### config.mk
export PLATFORM = sky130hd
export DESIGN_NAME = oflow_calc_topk_min
export DESIGN_NICKNAME = d
export VERILOG_FILES = /design/src/rtl/oflow_calc_topk_min.sv
export SDC_FILE = /design/constraint.sdc
export NUM_CORES = 1
export LEC_CHECK = 0
export ABC_CLOCK_PERIOD_IN_PS = 4300
export CORE_MARGIN = 2
export CORE_UTILIZATION = 53
export DETAILED_ROUTE_END_ITERATION = 6
export GPL_TIMING_DRIVEN = 0
export PLACE_DENSITY = 0.8
export RECOVER_POWER = 25
export SLEW_MARGIN = 20
export SYNTH_ARGS = -nofsm -noshare
export SYNTH_HDL_FRONTEND = slang
export SYNTH_SLANG_ARGS = --single-unit
### constraint.sdc
create_clock -name clk -period 4.3 [get_ports clk]
set_clock_uncertainty 0.05 [all_clocks]
set_input_delay 0.86 -clock clk [delete_from_list [all_inputs] [get_ports clk]]
set_output_delay 0.86 -clock clk [all_outputs]
set_load 0.01 [all_outputs]
### src/rtl/oflow_calc_topk_min.sv
// oflow_calc_topk_min: keeps the K smallest lane scores (with IDs) seen since the last clear
module oflow_calc_topk_min #(
  parameter int SCORE_W = 16,
  parameter int ID_W = 12,
  parameter int NUM_LANES = 2,
  parameter int K = 4
) (
  input  logic                         clk,
  input  logic                         reset_N,
  input  logic                         start_score_calc,
  input  logic                         start_calc_min,
  input  logic [NUM_LANES-1:0]         lane_valid,
  input  logic [NUM_LANES*SCORE_W-1:0] score_in,
  input  logic [NUM_LANES*ID_W-1:0]    id_in,
  output logic                         busy,
  output logic                         done_calc_min,
  output logic [K*SCORE_W-1:0]         min_score,
  output logic [K*ID_W-1:0]            min_id,
  output logic [K-1:0]                 entry_valid,
  output logic [15:0]                  cand_count
);
  typedef enum logic [1:0] {IDLE, INSERT, DONE} state_t;
  state_t state, state_nxt;
  logic [NUM_LANES-1:0] mask_q, one_hot, mask_rest;
  logic [NUM_LANES*SCORE_W-1:0] score_q;
  logic [NUM_LANES*ID_W-1:0] id_q;
  logic [SCORE_W-1:0] cand_score;
  logic [ID_W-1:0] cand_id;
  logic [K-1:0] le, v_nxt;
  logic [SCORE_W-1:0] sc [K];
  logic [SCORE_W-1:0] sc_nxt [K];
  logic [ID_W-1:0] id [K];
  logic [ID_W-1:0] id_nxt [K];
  always_comb begin
    one_hot = mask_q & (~mask_q + NUM_LANES'(1));
    mask_rest = mask_q & ~one_hot;
    cand_score = '0;
    cand_id = '0;
    for (int l = 0; l < NUM_LANES; l++) begin
      cand_score = cand_score | (one_hot[l] ? score_q[l*SCORE_W +: SCORE_W] : '0);
      cand_id = cand_id | (one_hot[l] ? id_q[l*ID_W +: ID_W] : '0);
    end
    // valid entries are sorted and packed at the front, so le is a prefix mask
    for (int i = 0; i < K; i++) le[i] = entry_valid[i] && sc[i] <= cand_score;
    sc_nxt[0] = le[0] ? sc[0] : cand_score;
    id_nxt[0] = le[0] ? id[0] : cand_id;
    v_nxt[0] = le[0] ? entry_valid[0] : 1'b1;
    for (int i = 1; i < K; i++) begin
      sc_nxt[i] = le[i] ? sc[i] : le[i-1] ? cand_score : sc[i-1];
      id_nxt[i] = le[i] ? id[i] : le[i-1] ? cand_id : id[i-1];
      v_nxt[i] = le[i] ? entry_valid[i] : le[i-1] ? 1'b1 : entry_valid[i-1];
    end
    state_nxt = start_score_calc ? IDLE :
                state == IDLE ? (start_calc_min ? (|lane_valid ? INSERT : DONE) : IDLE) :
                state == INSERT ? (|mask_rest ? INSERT : DONE) : IDLE;
  end
  always_ff @(posedge clk or negedge reset_N) begin
    if (!reset_N) begin
      state <= IDLE;
      busy <= 1'b0;
      done_calc_min <= 1'b0;
      mask_q <= '0;
      score_q <= '0;
      id_q <= '0;
      entry_valid <= '0;
      cand_count <= '0;
      for (int i = 0; i < K; i++) begin
        sc[i] <= '1;
        id[i] <= '0;
      end
    end else begin
      state <= state_nxt;
      busy <= state_nxt != IDLE;
      done_calc_min <= state_nxt == DONE;
      if (start_score_calc) begin
        mask_q <= '0;
        entry_valid <= '0;
        cand_count <= '0;
        for (int i = 0; i < K; i++) begin
          sc[i] <= '1;
          id[i] <= '0;
        end
      end else if (state == IDLE && start_calc_min) begin
        mask_q <= lane_valid;
        score_q <= score_in;
        id_q <= id_in;
      end else if (state == INSERT) begin
        mask_q <= mask_rest;
        sc <= sc_nxt;
        id <= id_nxt;
        entry_valid <= v_nxt;
        cand_count <= cand_count + 16'(cand_count != 16'hFFFF);
      end
    end
  end
  for (genvar g = 0; g < K; g++) begin : g_out
    assign min_score[g*SCORE_W +: SCORE_W] = sc[g];
    assign min_id[g*ID_W +: ID_W] = id[g];
  end
endmodule

Yosys cells after proc, flatten, opt, wreduce, memory -nomap -nowiden
Cells that the tools add are included.

Flip-flop bits (word level): 194. Input bits: 62. Word-level logic and storage cells: 103.

Reduce and logical (&&, ||, !) cells: 17. Eq/ne operators: 8. Multiplexer cells: 46. Bitwise operators: 7. $add $sub $neg: 2. Magnitude comparators: 4.

Operators with widths (number): 16-bit two-way mux (12); 64-bit two-way mux (3); 48-bit two-way mux (3); 12-bit two-way mux (9); 16-bit <= comparator (4); 2-bit two-way mux (9); 16-bit by 1-bit adder with 16-bit output (1); 16-bit inequality test, second input constant (1); 16-bit bitwise OR (1); 4-bit two-way mux (3); 12-bit bitwise OR (1); 3-bit AND reduction (4); 2-bit inequality test, second input constant (5); 1-bit two-way mux (7); 1-bit logical AND (5); 2-bit AND (2); 2-bit inverter (2); 2-bit AND reduction (2); 2-bit nonzero test (2); 2-bit OR reduction (2); 3-bit nonzero test (1); 2-bit by 1-bit adder with 2-bit output, second input constant (1); 2-bit by 1-bit == test with 1-bit output, second input constant (1); 2-bit == test, second input constant (1); other kinds (2) (2).

Longest topological paths before layout
Depth after elaboration: 12. Gate-level depth with buffers: 16.

Worst setup path after synthesis
Ideal clock, no wire load.

Path kind: reg2reg. Start: reg mask_q[0]. End: reg id (netlist bit min_id[36]). Data arrival time: 3.310 ns. Buffers on the path: 4. Period minus slack after synthesis: 3.481 ns. Path slack: 0.819 ns. Setup time: 0.121 ns. Cell stages (with the launch flop): 15. Path through: dfrtp_1 buf_6 nor2b_1 clkbuf_1 buf_1 a22o_1 inv_1 ha_1 and4_1 nand2_1 or4_4 nand2_2 buf_4 mux2_2 a22o_1.

Cells in the longest elaborated chain, start to end: 12.

Ends and longest elaborated chain: start: declaration (line 24) `logic [NUM_LANES-1:0] mask_q, one_hot, mask_rest;`; start signal: assignment (line 84) `mask_q <= lane_valid;`; start signal: assignment (line 88) `mask_q <= mask_rest;`; 2-bit inverter (line 35) `one_hot = mask_q & (~mask_q + NUM_LANES'(1));`; 2-bit by 1-bit adder with 2-bit output (line 35); 2-bit AND * (line 35); 16-bit two-way mux (line 40) `cand_score = cand_score | (one_hot[l] ? score_q[l*SCORE_W +: SCORE_W] : '0);`; 16-bit bitwise OR (line 40); 16-bit <= comparator (line 44) `for (int i = 0; i < K; i++) le[i] = entry_valid[i] && sc[i] <= cand_score;`; 1-bit logical AND (line 44); 12-bit two-way mux (2 in a row) (line 50) `id_nxt[i] = le[i] ? id[i] : le[i-1] ? cand_id : id[i-1];`; 48-bit two-way mux (line 87) `end else if (state == INSERT) begin`; 48-bit two-way mux (line 83) `end else if (state == IDLE && start_calc_min) begin`; 48-bit two-way mux (line 75) `if (start_score_calc) begin`; end signal: assignment (line 90) `id <= id_nxt;`; end: declaration (line 32) `logic [ID_W-1:0] id [K];`.

Mark *: on every way between the ends. The rest lies on a longest branch, timed or not. The select of a mux whose other input is x is not followed. A chain may end at the register's enable or synchronous reset.

Final worst setup path
Start: reg mask_q[0]. End: reg sc (netlist bit min_score[48]).

Cells in the longest elaborated chain, start to end: 12.

Ends and longest elaborated chain: 2-bit inverter (line 35); 2-bit by 1-bit adder with 2-bit output (line 35); 2-bit AND * (line 35); 16-bit two-way mux (line 40); 16-bit bitwise OR * (line 40); 16-bit <= comparator (line 44); 1-bit logical AND (line 44); 16-bit two-way mux (2 in a row) (line 49) `sc_nxt[i] = le[i] ? sc[i] : le[i-1] ? cand_score : sc[i-1];`; 64-bit two-way mux (line 87); 64-bit two-way mux (line 83); 64-bit two-way mux (line 75); end signal: assignment (line 89) `sc <= sc_nxt;`; end: declaration (line 30) `logic [SCORE_W-1:0] sc [K];`.

Marks and branches as above.

==> results_tabular.tex <==
\begin{tabular}{lr}
\hline
Metric & Value \\
\hline
\multicolumn{2}{l}{\textbf{Outcome}} \\
Run status & finished with violations \\
Failing checks & max-capacitance violations, max-slew violations \\
\multicolumn{2}{l}{\textbf{Power and ir drop}} \\
P\_leak & 5.31 nW \\
Power Dens Cells & 334 nW/um\^{}2 \\
Peak supply drop & 0.000298 V \\
\multicolumn{2}{l}{\textbf{Cells and area}} \\
Net count of the finished layout & 1,292 \\
Number of non-filler instances in the completed layout & 1,444 \\
Count of inserted antenna diode cells & 0 \\
Proportion of layout cells with a drive suffix above 1 & 0.177 \\
End-of-flow core utilization & 0.687 \\
Commonest cells after routing, fill and taps aside & clkdlybuf4s50\_1 (194), dfrtp\_1 (130), mux2\_2 (68) \\
Area growth, synth to finish & 28.1\% \\
Commonest non-fill, non-tap cell in the layout & clkdlybuf4s50\_1 \\
\multicolumn{2}{l}{\textbf{STA}} \\
Total count of hold-check failures in the final report & 0 \\
Final max-slew violation count & 51 \\
RSZ-0062 raised after global routing & false \\
Crit path setup slack, layout & 0.202 ns \\
Actual slew at the worst max-slew pin & 2.77 ns \\
Minimum clock period & 4.10 ns \\
Maximum frequency from static timing analysis & 0.244 GHz \\
Fraction of the cycle the final worst path needs & 0.953 \\
Slew Limit Headroom & -0.848 \\
Final count of negative-setup-slack endpoints & 0 \\
Fin Hold WS & 0.458 ns \\
\multicolumn{2}{l}{\textbf{Clock network}} \\
H-Tree Level Count & 4 \\
Clock sink count & 194 \\
Clock-pin slew of the registers on the worst-case setup and hold paths & 0.07 ns \\
TritonCTS Buffers & 17 \\
Clock Tree Buf Depth & 2 \\
Cell at the root of the clock tree & clkbuf\_16 \\
Clock tree from TritonCTS & yes \\
Clock insertion delay at the later pin of the skew report & 0.44 ns \\
Hold Buf Count CTS & 0 \\
\multicolumn{2}{l}{\textbf{Worst hold path}} \\
HP Class & reg2reg \\
\multicolumn{2}{l}{\textbf{Floorplanning}} \\
Number of cell rows & 51 \\
Placeable core region & 19,300 sq um \\
Die height & 144 um \\
Num ports & 196 \\
Initial Utilization & 0.536 \\
Area enclosed by the die boundary & 20,700 sq um \\
Die width & 144 um \\
\multicolumn{2}{l}{\textbf{Synthesis}} \\
Count of unique library cells instantiated by Yosys & 61 \\
EDFF count, synth & 0 \\
Post-synthesis cell area & 10,400 sq um \\
Syn avg cell area & 10.9 sq um \\
Fraction of synthesis flops using an asynchronous set or reset pin & 1.00 \\
Mapped Cells & 951 \\
Sequential share of the synthesized area & 0.476 \\
Number of nets produced by synthesis & 1,075 \\
Most used DFF post-synth & dfrtp\_1 \\
Synth warn & 0 \\
Number of storage elements in the synthesis netlist & 194 \\
\multicolumn{2}{l}{\textbf{GRT}} \\
Wire length of the first global-routing pass & 45,000 um \\
All-layer global routing usage & 0.286 \\
Antenna violations before repair & 0 \\
Number of global-route vias before repair & 8,249 \\
Pin count of the biggest net entering global routing & 87 \\
Overflow left after global routing & 0 \\
\multicolumn{2}{l}{\textbf{Placement}} \\
Total placed cells including tap cells & 1,413 \\
Count of buffers inserted at the top-level ports & 195 \\
Final weighted congestion of routability-driven global placement & 0.905 \\
Worst setup slack after placement & -0.270 ns \\
Half-perimeter wire length after detailed placement & 22,200 um \\
\multicolumn{2}{l}{\textbf{Critical path}} \\
Required @ worst endpoint & 4.61 ns \\
Worst setup path category & reg2reg \\
Largest driver fanout on the critical path & 10 \\
Source of the worst register-to-register timing path & mask\_q[0]\$\_DFFE\_PN0P\_ \\
Data arrival at the endpoint of the critical path & 4.41 ns \\
Capturing element type of the critical path & register \\
Capturing instance or port of the critical path & min\_score[48]\$\_DFFE\_PN1P\_ \\
Worst setup path startpoint & mask\_q[0]\$\_DFFE\_PN0P\_ \\
Capturing point of the worst reg2reg path & min\_score[48]\$\_DFFE\_PN1P\_ \\
Logic depth of the worst register-to-register path & 16 \\
Critical Path Start Type & register \\
Worst reg-to-reg setup slack & 0.20 ns \\
\multicolumn{2}{l}{\textbf{Detailed routing}} \\
Avg WL per Cell & 20.0 um \\
Detail Route Antenna Nets & 0 \\
Remaining design rule violation count & 0 \\
DRC marker count from the first detailed-route iteration & 593 \\
First drt pass iteration count & 5 \\
Post-detailed-routing wire length & 28,900 um \\
Total via count after detailed routing & 8,483 \\
Via density per instance & 5.87 \\
\multicolumn{2}{l}{\textbf{Run}} \\
Reported max-cap violation count & 1 \\
\hline
\end{tabular}
## worst max-delay path: stages (launching register included)
cell and delay [ns]:
dfrtp_1 0.38, buf_6 0.14, nor2b_1 0.10, clkbuf_2 0.23, clkbuf_2 0.28, a22o_1 0.35, inv_1 0.21, ha_1 0.32
nor2b_1 0.13, a311o_1 0.26, o211a_1 0.13, o21a_1 0.19, a211oi_1 0.53, nor3_1 0.12, buf_2 0.21, buf_2 0.21
a22oi_1 0.17
## cell usage after synthesis, types with 2 or more instances
master,number,area [sq um]
and4_1,2,17.5
mux2i_1,57,571
nand3b_1,3,22.5
nand3_1,36,180
clkbuf_1,32,120
o2111ai_1,2,17.5
nor2_4,2,22.5
and2_1,2,12.5
or2_2,2,12.5
a211oi_1,8,60.1
nor2b_1,5,31.3
o21ai_1,19,95.1
and3_1,5,31.3
xor2_1,10,87.6
xnor2_1,4,35.0
dfstp_2,64,1680
buf_2,11,55.1
o21a_1,3,22.5
inv_1,24,90.1
o21ai_0,53,265
nand2_1,56,210
buf_1,2,7.51
a21o_1,8,60.1
or3_1,6,37.5
nand2b_1,18,113
mux2_2,68,766
buf_6,4,45.0
o22ai_1,12,75.1
ha_1,62,776
nor3_1,32,160
a22oi_1,2,15.0
nor2_1,43,161
a21oi_1,44,220
a22o_1,41,359
o311a_1,2,20.0
dfrtp_1,130,3250
nand4_1,13,81.3
a211o_1,3,26.3
a32o_1,2,20.0
buf_4,7,52.6
o211ai_1,2,15.0
a221oi_1,2,17.5
a2bb2oi_1,30,263
## where the power goes
part | switching [mW] | total, mW | internal (mW)
clock network | 0.724 | 1.53 | 0.806
registers | 0.114 | 2.11 | 2.00
logic | 0.415 | 0.799 | 0.384
## worst min-delay path by stage
stage,from,to,slack [ns],cells after the start
floorplan,score_q[14]$_DFFE_PN0P_,score_q[14]$_DFFE_PN0P_,0.43,1
global placement,min_id[25]$_DFFE_PN0P_,min_id[25]$_DFFE_PN0P_,0.44,2
detailed placement,min_id[40]$_DFFE_PN0P_,min_id[40]$_DFFE_PN0P_,0.45,1
CTS,reset_N,cand_count[10]$_DFFE_PN0P_,0.28,1
global route,score_q[14]$_DFFE_PN0P_,score_q[14]$_DFFE_PN0P_,0.47,1
finish,min_id[37]$_DFFE_PN0P_,min_id[37]$_DFFE_PN0P_,0.46,1
## cell families after synthesis
kind of cell,after synthesis,synth area share
AO/OA/AOI/OAI,242,0.159
XOR/XNOR,14,0.0118
adder cells (fa/ha/maj),62,0.0749
buffers and inverters,81,0.0377
flip-flops,194,0.476
multiplexers,125,0.129
AND/OR/NAND/NOR,233,0.112
## sequential cells by signal, summed over array words and instances (netlist names), 2 cells and up
register	cells
min_score	64
state	2
cand_count	16
mask_q	2
score_q	32
min_id	48
id_q	24
entry_valid	4
## area by class of cell
cell class	count	area (sq um)
inverter	24	90.1
fill	1491	6060
timing repair buffer	198	1990
clock buffer	18	429
clock inverter	12	124
multi-input combinational	676	5070
sequential	194	4930
tap	265	332
buffer	57	307
## through the flow
| step | instance area [sq um] | power [mW] | setup TNS, ns |
|---|---|---|---|
| 2_1_floorplan | 10400 | 2.57 | 0 |
| 3_3_place_gp | 12600 | 2.89 | -942.06 |
| 3_5_place_dp | 12700 | 2.93 | -11.09 |
| 4_1_cts | 13300 | 4.44 | 0 |
| 5_1_grt | 13300 | 4.63 | 0 |
| 6_report | 13300 | 4.44 | 0 |
## what timing repair did
| action | CTS | global route |
|---|---|---|
| setup endpoints to repair | 75 | 25 |
| setup buffers | 0 | 1 |
| gates resized for setup | 6 | 7 |
| pin swaps | 0 | 1 |
## layer usage
metal  wire, um  GRT usage  vias to the layer above
li1           -          -                     3952
met1      12300      0.392                     4161
met2      13600      0.444                      308
met3       2220     0.0680                       62
met4        733      0.104                        0
met5          0          0                        -
No activity file was read; power rests on OpenSTA's default activity.
